<file path="config.mk">
export PLATFORM = sky130hd
export DESIGN_NAME = mem_arbiter
export DESIGN_NICKNAME = d
export VERILOG_FILES = /design/src/rtl/mem_arbiter.sv
export SDC_FILE = /design/constraint.sdc
export NUM_CORES = 1
export LEC_CHECK = 0
export ABC_CLOCK_PERIOD_IN_PS = 4980
export CAP_MARGIN = 10
export CORE_MARGIN = 5
export CORE_UTILIZATION = 39
export DETAILED_ROUTE_END_ITERATION = 8
export GPL_ROUTABILITY_DRIVEN = 0
export HOLD_SLACK_MARGIN = 0.06
export PLACE_DENSITY_LB_ADDON = 0.2
export SETUP_SLACK_MARGIN = 0.05
export SLEW_MARGIN = 25
export SYNTH_ARGS = -nofsm -noshare
export SYNTH_HDL_FRONTEND = slang
export SYNTH_SLANG_ARGS = --single-unit
</file>
<file path="constraint.sdc">
create_clock -name clk -period 4.98 [get_ports clk]
set_input_delay 0.498 -clock clk [delete_from_list [all_inputs] [get_ports clk]]
set_output_delay 0.498 -clock clk [all_outputs]
set_load 0.02 [all_outputs]
</file>
<file path="src/rtl/mem_arbiter.sv">
// Two-master arbiter for a single-port synchronous memory. Registered grant
// FSM with round-robin on contention, bounded bursts and per-port read return.

module mem_arbiter_rport #(
  parameter int data_width = 16
) (
  input  logic                  clk,
  input  logic                  rst,
  input  logic                  acc_rd,
  input  logic [data_width-1:0] mem_rdata,
  output logic                  rvalid,
  output logic [data_width-1:0] rdata
);
  logic                  pend;
  logic [data_width-1:0] hold;

  // Pending flag marks that memory returns this port's data next cycle;
  // hold keeps the last delivered word once the strobe drops.
  always_ff @(posedge clk or negedge rst) begin
    if (!rst) begin
      pend <= 1'b0;
      hold <= '0;
    end else begin
      pend <= acc_rd;
      if (pend) hold <= mem_rdata;
    end
  end

  assign rvalid = pend;
  assign rdata  = pend ? mem_rdata : hold;
endmodule

module mem_arbiter #(
  parameter int data_width = 16,
  parameter int addr_width = 8,
  parameter int burst_max  = 4
) (
  input  logic                  clk,
  input  logic                  rst,
  input  logic                  m0_req,
  input  logic                  m0_wr,
  input  logic [addr_width-1:0] m0_addr,
  input  logic [data_width-1:0] m0_wdata,
  output logic                  m0_gnt,
  output logic                  m0_rvalid,
  output logic [data_width-1:0] m0_rdata,
  input  logic                  m1_req,
  input  logic                  m1_wr,
  input  logic [addr_width-1:0] m1_addr,
  input  logic [data_width-1:0] m1_wdata,
  output logic                  m1_gnt,
  output logic                  m1_rvalid,
  output logic [data_width-1:0] m1_rdata,
  output logic [addr_width-1:0] mem_addr,
  output logic [data_width-1:0] mem_wdata,
  output logic                  mem_wr,
  input  logic [data_width-1:0] mem_rdata
);
  localparam int CW = $clog2(burst_max) + 1;
  localparam logic [CW-1:0] CNT_LAST = CW'(burst_max - 1);

  typedef enum logic [1:0] {IDLE = 2'd0, G0 = 2'd1, G1 = 2'd2} state_t;

  state_t        state, state_nxt;
  logic          last, last_nxt;
  logic [CW-1:0] cnt, cnt_nxt;

  logic [1:0]                 req, wr, gnt, acc, rvalid;
  logic [1:0][addr_width-1:0] addr;
  logic [1:0][data_width-1:0] wdata, rdata;
  logic                       own, rel;

  assign req   = {m1_req, m0_req};
  assign wr    = {m1_wr, m0_wr};
  assign addr  = {m1_addr, m0_addr};
  assign wdata = {m1_wdata, m0_wdata};

  assign gnt = {state == G1, state == G0};
  assign acc = gnt & req;
  assign own = (state == G1);

  // Memory sees only the granted port, and only while it is requesting.
  always_comb begin
    mem_addr  = '0;
    mem_wdata = '0;
    if (acc[0]) begin
      mem_addr  = addr[0];
      mem_wdata = wdata[0];
    end else if (acc[1]) begin
      mem_addr  = addr[1];
      mem_wdata = wdata[1];
    end
  end
  assign mem_wr = |(acc & wr);

  // Next-state: round-robin from IDLE, release on req drop or burst cap,
  // hand over directly to a waiting contender.
  always_comb begin
    state_nxt = state;
    last_nxt  = last;
    cnt_nxt   = cnt;
    rel       = 1'b0;
    case (state)
      IDLE: begin
        if (req[0] && (!req[1] || last)) begin
          state_nxt = G0;
          last_nxt  = 1'b0;
          cnt_nxt   = '0;
        end else if (req[1]) begin
          state_nxt = G1;
          last_nxt  = 1'b1;
          cnt_nxt   = '0;
        end
      end
      G0, G1: begin
        rel = !req[own] || (acc[own] && cnt == CNT_LAST);
        if (rel) begin
          cnt_nxt = '0;
          if (req[~own]) begin
            state_nxt = own ? G0 : G1;
            last_nxt  = ~own;
          end else if (!req[own]) begin
            state_nxt = IDLE;
          end
        end else if (acc[own]) begin
          cnt_nxt = cnt + CW'(1);
        end
      end
      default: state_nxt = IDLE;
    endcase
  end

  // Arbitration state register; last=1 so port 0 wins the first contention.
  always_ff @(posedge clk or negedge rst) begin
    if (!rst) begin
      state <= IDLE;
      last  <= 1'b1;
      cnt   <= '0;
    end else begin
      state <= state_nxt;
      last  <= last_nxt;
      cnt   <= cnt_nxt;
    end
  end

  for (genvar k = 0; k < 2; k++) begin : g_rport
    mem_arbiter_rport #(.data_width(data_width)) u_rport (
      .clk      (clk),
      .rst      (rst),
      .acc_rd   (acc[k] & ~wr[k]),
      .mem_rdata(mem_rdata),
      .rvalid   (rvalid[k]),
      .rdata    (rdata[k])
    );
  end

  assign m0_gnt    = gnt[0];
  assign m1_gnt    = gnt[1];
  assign m0_rvalid = rvalid[0];
  assign m1_rvalid = rvalid[1];
  assign m0_rdata  = rdata[0];
  assign m1_rdata  = rdata[1];
endmodule

</file>
Yosys cells after proc, flatten, opt, wreduce, memory -nomap -nowiden:

Cells that the tools add are included.

* add/subtract/negate cells: 1
* $lt $le $gt $ge: 2
* equal/unequal tests: 8
* multiplexer cells: 29
* bitwise gates (word level): 7
* reduce and logical (&&, ||, !) cells: 13

Operator list (count)
* $mux W16: 4
* $mux W8: 2
* $mux W2: 6
* $mux W3: 4
* $mux W1: 10
* $ne A3 B3 Y1 const B: 3
* $pmux W3 S2: 1
* $reduce_and A3 Y1: 2
* $and A2 B2 Y2: 2
* $lt A1 B2 Y1 const B: 2
* $ne A2 B2 Y1 const B: 2
* $pmux W2 S2: 1
* $reduce_and A4 Y1: 1
* $reduce_or A2 Y1: 2
* $add A3 B1 Y3 const B: 1
* $eq A3 B2 Y1 const B: 1
* $not A1 Y1: 3
* $and A1 B1 Y1: 2
* $eq A2 B1 Y1 const B: 1
* $eq A2 B2 Y1 const B: 1
* $logic_and A1 B1 Y1: 2
* $logic_not A1 Y1: 2
* $logic_not A2 Y1: 1
* $logic_or A1 B1 Y1: 2
* 2 further kinds: 2

* bits in registers: 40
* bits of input ports: 70
* logic and storage cells: 67

Logic depth before layout (Yosys ltp):

Gate-level depths: netlist of run 1.

* depth after elaboration: 8
* mapped depth: 7

Hierarchy:

From an unflattened synthesis of run 1, not the netlist that was laid out.

* cell total of the unflattened synthesis: 159
* area total of the unflattened synthesis: 2129.5 um2

By module, submodules not included
* mem_arbiter_rport: times used 2, cells each 35, area each 674.4 um2, seq. area each 425.4 um2
* mem_arbiter: times used 1, cells each 89, area each 780.7 um2, seq. area each 151.4 um2

Worst setup path before layout of run 1:

No wires, ideal clock.

* path kind: register to output
* start point: register state[1]
* end point: output port mem_wdata[10]
* arrival time: 1.727 ns
* setup slack: 2.755 ns
* stages on the path, launching flop included: 7
* path buffers: 2
* cell sequence: dfrtp_1 inv_1 ha_1 and2_1 buf_2 clkbuf_1 a22o_1

* elaborated cells on any way between the ends: 5
* those cells by class: eq/ne: 2; mux: 2; bitwise: 1

RTL lines
* start: declaration: line 64 `state_t state, state_nxt;`
* start signal: assignment: line 140 `state <= state_nxt;`
* $eq A2 B1 Y1: line 78 `assign gnt = {state == G1, state == G0};`
* via m0_gnt: line 44 `output logic m0_gnt,`
* $and A2 B2 Y2: line 79 `assign acc = gnt & req;`
* $mux W16: line 86 `if (acc[0]) begin`
* end: declaration: line 55 `output logic [data_width-1:0] mem_wdata,`

The timed path passes the listed nets, and every way through them passes these cells.

Worst setup path after layout of run 1:

* start point: input port m0_req
* end point: output port mem_wdata[13]

* longest elaborated chain between the ends: 2

Ends and longest elaborated chain
* start: declaration: line 40 `input logic m0_req,`
* $and A2 B2 Y2: line 79
* $mux W16: line 86

No other way between the ends.

==> out/results.ini, run 1 <==
[run_status]
status=finished clean

[critical_path]
cp-end-kind=output pin
slowest_stage=nor2_2
path_class=input port to output pin
path_max_fanout=27
path_common_cell=clkdlybuf4s50_1
startpoint_type=input port
rr_endpoint=state[1]
rr_worst_depth=6
crit_path_max_incr_delay_ns=0.82
cp.arrival_ns=3.21
r2r-start=state[0]
cp.required_ns=4.48
critPathCapture=mem_wdata[13]
ff2ff_setup_slack_ns=2.99
crit_chain=clkdlybuf4s50_1 > and2_1 > nor2_2 > a22o_1 > clkdlybuf4s50_1
crit_path_start=m0_req

[drt]
drtIter0Drc=80
vias=1737
wirelength_um=5940
vias_per_cell=4.88
postRouteAntennaNets=0
wl_per_cell_um=16.7
drc=0
dr.pass1.iters=4

[pwr]
clkPwrFrac_pct=10.4
leakagePower_nw=1.41
ir_drop_uv=386
p_switching_w=0.000716
p_sw_share_pct=38.2
p_int_w=0.00116
pwr-share-seq_pct=28.2
comb_power_share_pct=61.3
p_per_area_mw_per_mm2=545

[placement]
port-buffer-count=130
dp.cells=349
hpwl_um=4820

[floorplan]
die_y_um=82.4
initial_core_util_pct=40.0
num_rows=26
chipWidth_um=82.4
die-area_mm2=0.00679
io_pins=131
coreArea_mm2=0.00511

[timing]
maxSlewViolCount=0
finalCritPeriodShare_pct=74.4
min_period_ns=3.71
fin_setup_tns_ns=0
setup_viol=0
max_freq_ghz=0.270
rsz0062_at_grt=no
worst_pin_slew_ns=0.883
skew_ns=0.00408
hold_violations=0
maxSlewHeadroom_pct=41.1

[synth]
synth.area.top_cells=dfrtp_1 48%, mux2_2 18%, a22o_1 10%
ys_ff_latch=40
yosysSeqAreaShare_pct=49.0
synth_largest_area_cell=dfrtp_1
yosys_warnings=0
syn_avg_cell_area_um2=12.7
synth_top_area_share_pct=47.7
synth.net_count=238
netlist_area_mm2=0.00204
synthDistinctLibCells=35
syn_inst=161

[clock_tree]
ctsHoldBuffers=0
clock_latency_ns=0.28
cts.sinks=40
cts_buffers=5
path_clk_slew_ns=0.07
tritoncts=yes
clk_path_buf_depth=2
htree_levels=2
post_cts_resized=0
cts_root_buffer=clkbuf_8
cts_setup_buffers=0

[flow_run]
max-cap-violations=0

[global_route]
antenna_found_initial=0
grt_pass1_wl_um=8890
grt_max_degree=41
grt_pass1_vias=1849
grtUsageTotal_pct=17.3
gr-total-overflow=0

[layout]
final_cells=356
diodes=0
multi_input_area_um2=952
drive_gt1_share_pct=15.7
fillCellCount=427
regArea_mm2=0.00100
nNetsFinal=363
most-common-layout-cells=129 x clkdlybuf4s50_1, 39 x dfrtp_1, 33 x mux2_2
area_growth_pct=68.2
final_common_cell=clkdlybuf4s50_1

[hold_path]
hp-class=input port to async pin

==> sequential cells by signal (all words and copies together), names as in the netlist <==
name and count:
last 1, g_rport.u_rport.hold 32, cnt 3, g_rport.u_rport.rvalid 2, state 2
==> through the flow <==
step                      hold WS (ns)  total power, W  setup slack [ns]  area [um2]  utilization (%)
final                            0.320         0.00187              1.27        3440             67.3
after global routing             0.402         0.00199              1.07        3440             67.3
after CTS                        0.355         0.00190              1.25        3440             67.3
after detailed placement         0.467         0.00170              1.25        3360             65.8
after global placement           0.467         0.00168              1.26        3360             65.8
after floorplan                  0.202         0.00119              2.76        2040                -
==> final cells by class <==
type                    count  area share, %
clock inverters             1          0.146
well taps                  70           2.55
inverters                   6          0.655
repair buffers            130           37.7
flip-flops and latches     40           29.1
clock buffers               6           2.11
multi-input cells         103           27.7
==> synth_stat cells (all sizes together) <==
master / number
clkbuf: 3
nor2: 3
a211oi: 2
dfrtp: 39
and3: 1
or3b: 1
a22oi: 1
dfstp: 1
and2: 1
nor2b: 3
ha: 7
nand4b: 1
nor3b: 1
o21ai: 5
or2: 1
a22o: 24
mux2: 36
nor3: 2
or3: 1
inv: 6
mux2i: 1
a21oi: 2
nand2b: 2
a32o: 1
o31ai: 2
buf: 9
a2111oi: 1
nand2: 4
==> power groups by stage <==
stage	Sequential, W	Combinational (W)	Clock [W]
2_1_floorplan	0.000511	0.000679	0
3_3_place_gp	0.000529	0.00115	0
3_5_place_dp	0.000539	0.00116	0
4_1_cts	0.000532	0.00116	0.000203
5_1_grt	0.000548	0.00123	0.000216
6_report	0.000529	0.00115	0.000195
==> kinds of logic (layout without fill, tap and decap cells) <==
kind of cell | after synthesis | count (layout) | synth area share (%)
adders and majority gates | 7 | 7 | 4.28
buffers and inverters | 18 | 143 | 4.41
and+or+nand+nor | 21 | 21 | 5.88
AOI/OAI and AO/OA | 38 | 38 | 16.1
muxes | 37 | 37 | 20.3
DFF | 40 | 40 | 49.0
==> worst max-delay path: cells and delay by family <==
kind | cells | cell delay (ns)
AND/OR/NAND/NOR | 2 | 1.32
buffers and inverters | 2 | 1.15
AO/OA/AOI/OAI | 1 | 0.24
==> worst min path at each step <==
stage | startpoint | to | cells past startpoint
2_1_floorplan | rst | cnt[0] | 0
3_3_place_gp | cnt[2] | cnt[2] | 2
3_5_place_dp | cnt[2] | cnt[2] | 2
4_1_cts | rst | cnt[1] | 1
5_1_grt | rst | g_rport[0].u_rport.hold[10] | 1
6_report | rst | g_rport[0].u_rport.hold[10] | 1
==> layer usage <==
layer  track usage, %  wire [um]  up-vias
met1             18.7       2190      822
met5                0          0        -
li1                 -          -      839
met2             31.2       3120       70
met3             7.27        586        6
met4             3.99         45        0
(Power assumes the default switching activity.)
==> inputs of run 2 (changes only) <==
Settings changed: ABC_CLOCK_PERIOD_IN_PS 4980 to 3000, CORE_UTILIZATION 39 to 33.
Clock period 4.98 ns to 3 ns, I/O delays scaled along.
==> run 2 against run 1 <==
Power up 75%; worst setup slack worse by 1.0 ns; critical path type is now flip-flop to output pin; sequential power up 65%; die area up 16%.
==> out/results.ini, run 2 (synthesis results as in run 1) <==
[floorplan]
die_y_um=88.7  ; was 82.4 um
chipWidth_um=88.7  ; was 82.4 um
die-area_mm2=0.00787  ; was 0.00679 mm2
initial_core_util_pct=34.3  ; was 40.0%
io_pins=131  ; unchanged
num_rows=28  ; was 26
coreArea_mm2=0.00596  ; was 0.00511 mm2

[clock_tree]
clk_path_buf_depth=2  ; unchanged
cts.sinks=40  ; unchanged
htree_levels=2  ; unchanged
ctsHoldBuffers=0  ; unchanged
path_clk_slew_ns=0.08  ; was 0.07 ns
cts_buffers=5  ; unchanged
clock_latency_ns=0.28  ; about the same
cts_root_buffer=clkbuf_8  ; unchanged
cts_setup_buffers=0  ; unchanged
tritoncts=yes  ; unchanged

[timing]
rsz0062_at_grt=no  ; unchanged
maxSlewViolCount=0  ; unchanged
min_period_ns=2.77
setup_viol=0  ; unchanged
worst_pin_slew_ns=0.863  ; was 0.883 ns
hold_violations=0  ; unchanged
skew_ns=0.00545  ; was 0.00408 ns
maxSlewHeadroom_pct=42.4  ; was 41.1%
finalCritPeriodShare_pct=92.2
holdWs_ns=0.125  ; was 0.320 ns
max_freq_ghz=0.362
fin_setup_tns_ns=0  ; unchanged

[critical_path]
cp.required_ns=2.70  ; was 4.48 ns
path_class=flip-flop to output pin  ; was input port to output pin
cp_top_family=buffers and inverters  ; was simple AND/OR/NAND/NOR gates
path_buf_inv=3  ; was 2
cp-end-kind=output pin  ; unchanged
path_max_fanout=24  ; was 27
slowest_stage=clkdlybuf4s50_1  ; was nor2_2
crit_path_max_incr_delay_ns=0.62  ; was 0.82 ns
crit_chain=inv_1 > ha_2 > nand2_1 > nor2_2 > buf_4 > a22o_1 > clkdlybuf4s50_1  ; was clkdlybuf4s50_1 > and2_1 > nor2_2 > a22o_1 > clkdlybuf4s50_1
startpoint_type=flip-flop  ; was input port
cp.arrival_ns=2.47  ; was 3.21 ns

[drt]
dr.pass1.iters=4  ; unchanged
wl_per_cell_um=17.4  ; was 16.7 um
wirelength_um=6360  ; was 5940 um
drc=0  ; unchanged
vias=1757  ; was 1737
vias_per_cell=4.81  ; was 4.88
drtIter0Drc=54  ; was 80
postRouteAntennaNets=0  ; unchanged

[layout]
nNetsFinal=366  ; was 363
post-route-util_pct=59.2  ; was 67.3%
multi_input_area_um2=955  ; was 952 um2
most-common-layout-cells=127 x clkdlybuf4s50_1, 39 x dfrtp_1, 33 x mux2_2  ; was 129 x clkdlybuf4s50_1, 39 x dfrtp_1, 33 x mux2_2
largest_reg_flops=32  ; unchanged
regArea_mm2=0.00100  ; unchanged
reg_top3=g_rport.u_rport.hold x32, cnt x3  ; unchanged
final_cell_area_mm2=0.00352  ; was 0.00344 mm2
final_common_cell=clkdlybuf4s50_1  ; unchanged
diodes=0  ; unchanged
drive_gt1_share_pct=17.6  ; was 15.7%
top_register=g_rport.u_rport.hold  ; unchanged
fillCellCount=542  ; was 427
area_growth_pct=72.3  ; was 68.2%

[pwr]
p_switching_w=0.00121  ; was 0.000716 W
pwr-share-seq_pct=26.7  ; was 28.2%
p_per_area_mw_per_mm2=929  ; was 545 mW/mm2
power.total_w=0.00327  ; was 0.00187 W
p_int_w=0.00207  ; was 0.00116 W
leakagePower_nw=1.48  ; was 1.41 nW
comb_power_share_pct=58.9  ; was 61.3%
p_sw_share_pct=36.9  ; was 38.2%
clkPwrFrac_pct=14.4  ; was 10.4%
ir_drop_uv=477  ; was 386 uV

[global_route]
grt_pass1_wl_um=9400  ; was 8890 um
antenna_found_initial=0  ; unchanged
grt_max_degree=41  ; unchanged
grtUsageTotal_pct=15.6  ; was 17.3%
gr-total-overflow=0  ; unchanged
grt_pass1_vias=1875  ; was 1849

[run_status]
status=finished clean  ; unchanged

[placement]
port-buffer-count=130  ; unchanged
postPlaceCellArea_mm2=0.00339  ; was 0.00336 mm2
hpwl_um=5110  ; was 4820 um

[hold_path]
hp-class=input port to async pin  ; unchanged

[flow_run]
max-cap-violations=0  ; unchanged

[run 2: changes by cell type in the layout (fill, tap and decap cells not counted), sizes merged]
cell | previous run | this run
bufinv | 0 | 1
dlymetal6s2s | 0 | 2
clkdlybuf4s50 | 129 | 127
clkbuf | 6 | 7
clkinv | 1 | 0
buf | 1 | 4
[run 2: layer usage]
metal,vias up,GRT usage (%),wire length (um)
met5,-,0,0
met4,0,3.16,13
met3,2,6.15,474
met2,58,26.3,3320
met1,851,18.8,2550
li1,846,-,-
[run 2: what timing repair did]
item,4_1_cts,5_1_grt
endpoints found under the setup margin,0,24
gates resized for setup,0,3
endpoints found under the hold margin,0,0
[run 2: final cells by class]
| cell class | instances | share of cell area [%] |
|---|---|---|
| timing repair buffer | 133 | 37.6 |
| sequential | 40 | 28.4 |
| multi-input combinational | 103 | 27.1 |
| clock buffer | 7 | 2.73 |
| tap | 75 | 2.66 |
| clock inverter | 1 | 0.852 |
| inverter | 6 | 0.639 |
[run 2: path summary, 6_finish.rpt]
kind	from	endpoint	slack [ns]	cells past startpoint
max	state[0]	mem_wdata[9]	0.23	7
min	rst	g_rport[0].u_rport.hold[11]	0.12	1
max reg2reg	state[1]	last	1.03	6
min reg2reg	cnt[2]	cnt[2]	0.48	2
max in group asynchronous	rst	g_rport[1].u_rport.hold[12]	2.34	1
min in group clk	cnt[2]	cnt[2]	0.48	2
[run 2: metrics by stage]
stage               setup slack (ns)  std cells
global route                  0.0514        365
detailed placement             0.382        357
floorplan                      0.973        161
CTS                           0.0593        365
global placement               0.402        357
finish                         0.234        365
[run 2: power groups by stage]
stage,combinational [W],clock (W),sequential [W]
after floorplan,0.00113,0,0.000849
after global placement,0.00193,0,0.000880
after detailed placement,0.00195,0,0.000894
after CTS,0.00196,0.000482,0.000883
after global routing,0.00206,0.000505,0.000904
final,0.00193,0.000470,0.000875
==> inputs of run 3 (changes only) <==
Settings changed: CAP_MARGIN 10 to not set, RECOVER_POWER set to 25, TNS_END_PERCENT set to 30.
==> run 3 against run 2 <==
The flow now finishes with violations (capacitance limit, slew limit); count of clock-buffer cells in the layout is the same; wire length is essentially flat; fmax did not move; non-clock buffer count is the same; utilization about the same; critical path depth unchanged; final area about the same; sequential cell count stayed put; combinational power about the same; sequential share of layout area barely moved; global-route usage is the same; largest cell class unchanged; largest power group unchanged.
==> out/results.ini, run 3 (synthesis results as in run 1) <==
[timing]
setup_viol=0  ; unchanged
min_period_ns=2.77  ; unchanged
max_freq_ghz=0.362  ; unchanged
rsz0062_at_grt=no  ; unchanged
maxSlewHeadroom_pct=-37.6  ; was 42.4%
setup_ws_ns=0.234  ; unchanged
skew_ns=0.00545  ; unchanged
worst_pin_slew_ns=2.06  ; was 0.863 ns
maxSlewViolCount=41  ; was 0
finalCritPeriodShare_pct=92.2  ; unchanged
hold_violations=0  ; unchanged
holdWs_ns=0.480  ; was 0.125 ns
fin_setup_tns_ns=0  ; unchanged

[clock_tree]
clock_latency_ns=0.28  ; about the same
path_clk_slew_ns=0.08  ; about the same
cts_root_buffer=clkbuf_8  ; unchanged
ctsHoldBuffers=0  ; unchanged
htree_levels=2  ; unchanged
cts.sinks=40  ; unchanged
cts_setup_buffers=0  ; unchanged
cts_buffers=5  ; unchanged
tritoncts=yes  ; unchanged
post_cts_resized=0  ; unchanged
clk_path_buf_depth=2  ; unchanged

[layout]
most-common-layout-cells=127 x clkdlybuf4s50_1, 39 x dfrtp_1, 33 x mux2_2  ; unchanged
post-route-util_pct=59.1  ; was 59.2%
largest_reg_flops=32  ; unchanged
diodes=0  ; unchanged
top_register=g_rport.u_rport.hold  ; unchanged
nNetsFinal=366  ; unchanged
area_growth_pct=72.3  ; about the same
reg_top3=g_rport.u_rport.hold x32, cnt x3  ; unchanged
final_common_cell=clkdlybuf4s50_1  ; unchanged
drive_gt1_share_pct=17.2  ; was 17.6%

[floorplan]
io_pins=131  ; unchanged
chipWidth_um=88.7  ; unchanged
initial_core_util_pct=34.3  ; unchanged
coreArea_mm2=0.00596  ; unchanged
die-area_mm2=0.00787  ; unchanged
die_y_um=88.7  ; unchanged
num_rows=28  ; unchanged

[drt]
postRouteAntennaNets=0  ; unchanged
drtIter0Drc=54  ; unchanged
wl_per_cell_um=17.4  ; about the same
vias_per_cell=4.81  ; unchanged
wirelength_um=6350  ; was 6360 um
drc=0  ; unchanged
dr.pass1.iters=4  ; unchanged
vias=1757  ; unchanged

[placement]
port-buffer-count=130  ; unchanged
hpwl_um=5110  ; unchanged
pre_cts_slack_ns=0.382  ; unchanged

[critical_path]
r2r-start=state[1]  ; unchanged
crit_path_max_incr_delay_ns=0.62  ; about the same
startpoint_type=flip-flop  ; unchanged
cp_top_family=buffers and inverters  ; unchanged
cp.required_ns=2.70  ; about the same
cp-end-kind=output pin  ; unchanged
rr_worst_depth=6  ; unchanged
slowest_stage=clkdlybuf4s50_1  ; unchanged
cp.arrival_ns=2.47  ; about the same
ff2ff_setup_slack_ns=1.03  ; about the same
path_class=flip-flop to output pin  ; unchanged
path_buf_inv=3  ; unchanged
path_max_fanout=24  ; unchanged
crit_chain=inv_1 > ha_2 > nand2_1 > nor2_2 > buf_4 > a22o_1 > clkdlybuf4s50_1  ; unchanged
rr_endpoint=last  ; unchanged

[flow_run]
max-cap-violations=1  ; was 0

[pwr]
power.total_w=0.00327  ; about the same
p_sw_share_pct=36.9  ; about the same
comb_power_share_pct=58.9  ; about the same
leakagePower_nw=1.48  ; about the same
ir_drop_uv=477  ; about the same
pwr-share-seq_pct=26.7  ; about the same
clkPwrFrac_pct=14.4  ; about the same
p_switching_w=0.00121  ; about the same
p_int_w=0.00207  ; about the same
p_per_area_mw_per_mm2=930  ; was 929 mW/mm2

[global_route]
grt_pass1_vias=1875  ; unchanged
grt_max_degree=41  ; unchanged
grt_pass1_wl_um=9400  ; unchanged
grtUsageTotal_pct=15.6  ; unchanged
antenna_found_initial=0  ; unchanged
gr-total-overflow=0  ; unchanged

[run_status]
status=complete, but fails checks  ; was finished clean
violations=capacitance limit, slew limit

[hold_path]
hold-path-cell-count=2
hp-class=flip-flop to flip-flop  ; was input port to async pin
hold_path.startpoint=cnt[2]
whs_endpoint=cnt[2]

-- run 3: cell types whose count changed in the layout (fill, tap and decap cells not counted) --
cell,before,now
buf_2,1,0
clkbuf_1,0,1
-- run 3: worst max-delay path by stage --
stage / endpoint / cells past startpoint / slack, ns / from
floorplan: mem_wdata[10] / 6 / 0.97 / state[1]
global placement: mem_wdata[7] / 7 / 0.40 / state[0]
detailed placement: mem_wdata[7] / 7 / 0.38 / state[0]
CTS: mem_wdata[7] / 7 / 0.06 / state[0]
global route: mem_addr[1] / 7 / 0.05 / state[0]
finish: mem_wdata[9] / 7 / 0.23 / state[0]
-- run 3: cell type report --
class	instances	area, um2
clock inverter	1	30.0
tap	75	93.8
fill	543	2430
clock buffer	7	96.3
multi-input combinational	103	955
sequential	40	1000
timing repair buffer	133	1320
inverter	6	22.5
-- run 3: metal layers --
layer,global-route usage [%],part of all wire [%],up-vias
li1,-,-,846
met1,18.8,40,851
met2,26.3,52,58
met3,6.15,7.4,2
met4,3.16,0.20,0
met5,0,0,-
-- run 3: per-stage QoR --
stage                     instances  cell area [um2]
after floorplan                 161             2040
after detailed placement        357             3390
after CTS                       365             3520
after global routing            365             3520
final                           365             3520
after global placement          357             3390
-- run 3: power groups by stage --
stage	clock network (W)	logic [W]	registers (W)
finish	0.000470	0.00193	0.000876
global route	0.000505	0.00206	0.000905
CTS	0.000482	0.00196	0.000883
detailed placement	0	0.00195	0.000894
global placement	0	0.00193	0.000880
floorplan	0	0.00113	0.000849
-- run 3: worst reg2reg max path: stages (launching register included) --
cell and delay (ns):
dfrtp_1 0.43, inv_1 0.09, ha_1 0.44, inv_1 0.13, a2111oi_4 0.37, nor3_1 0.12, mux2_1 0.33
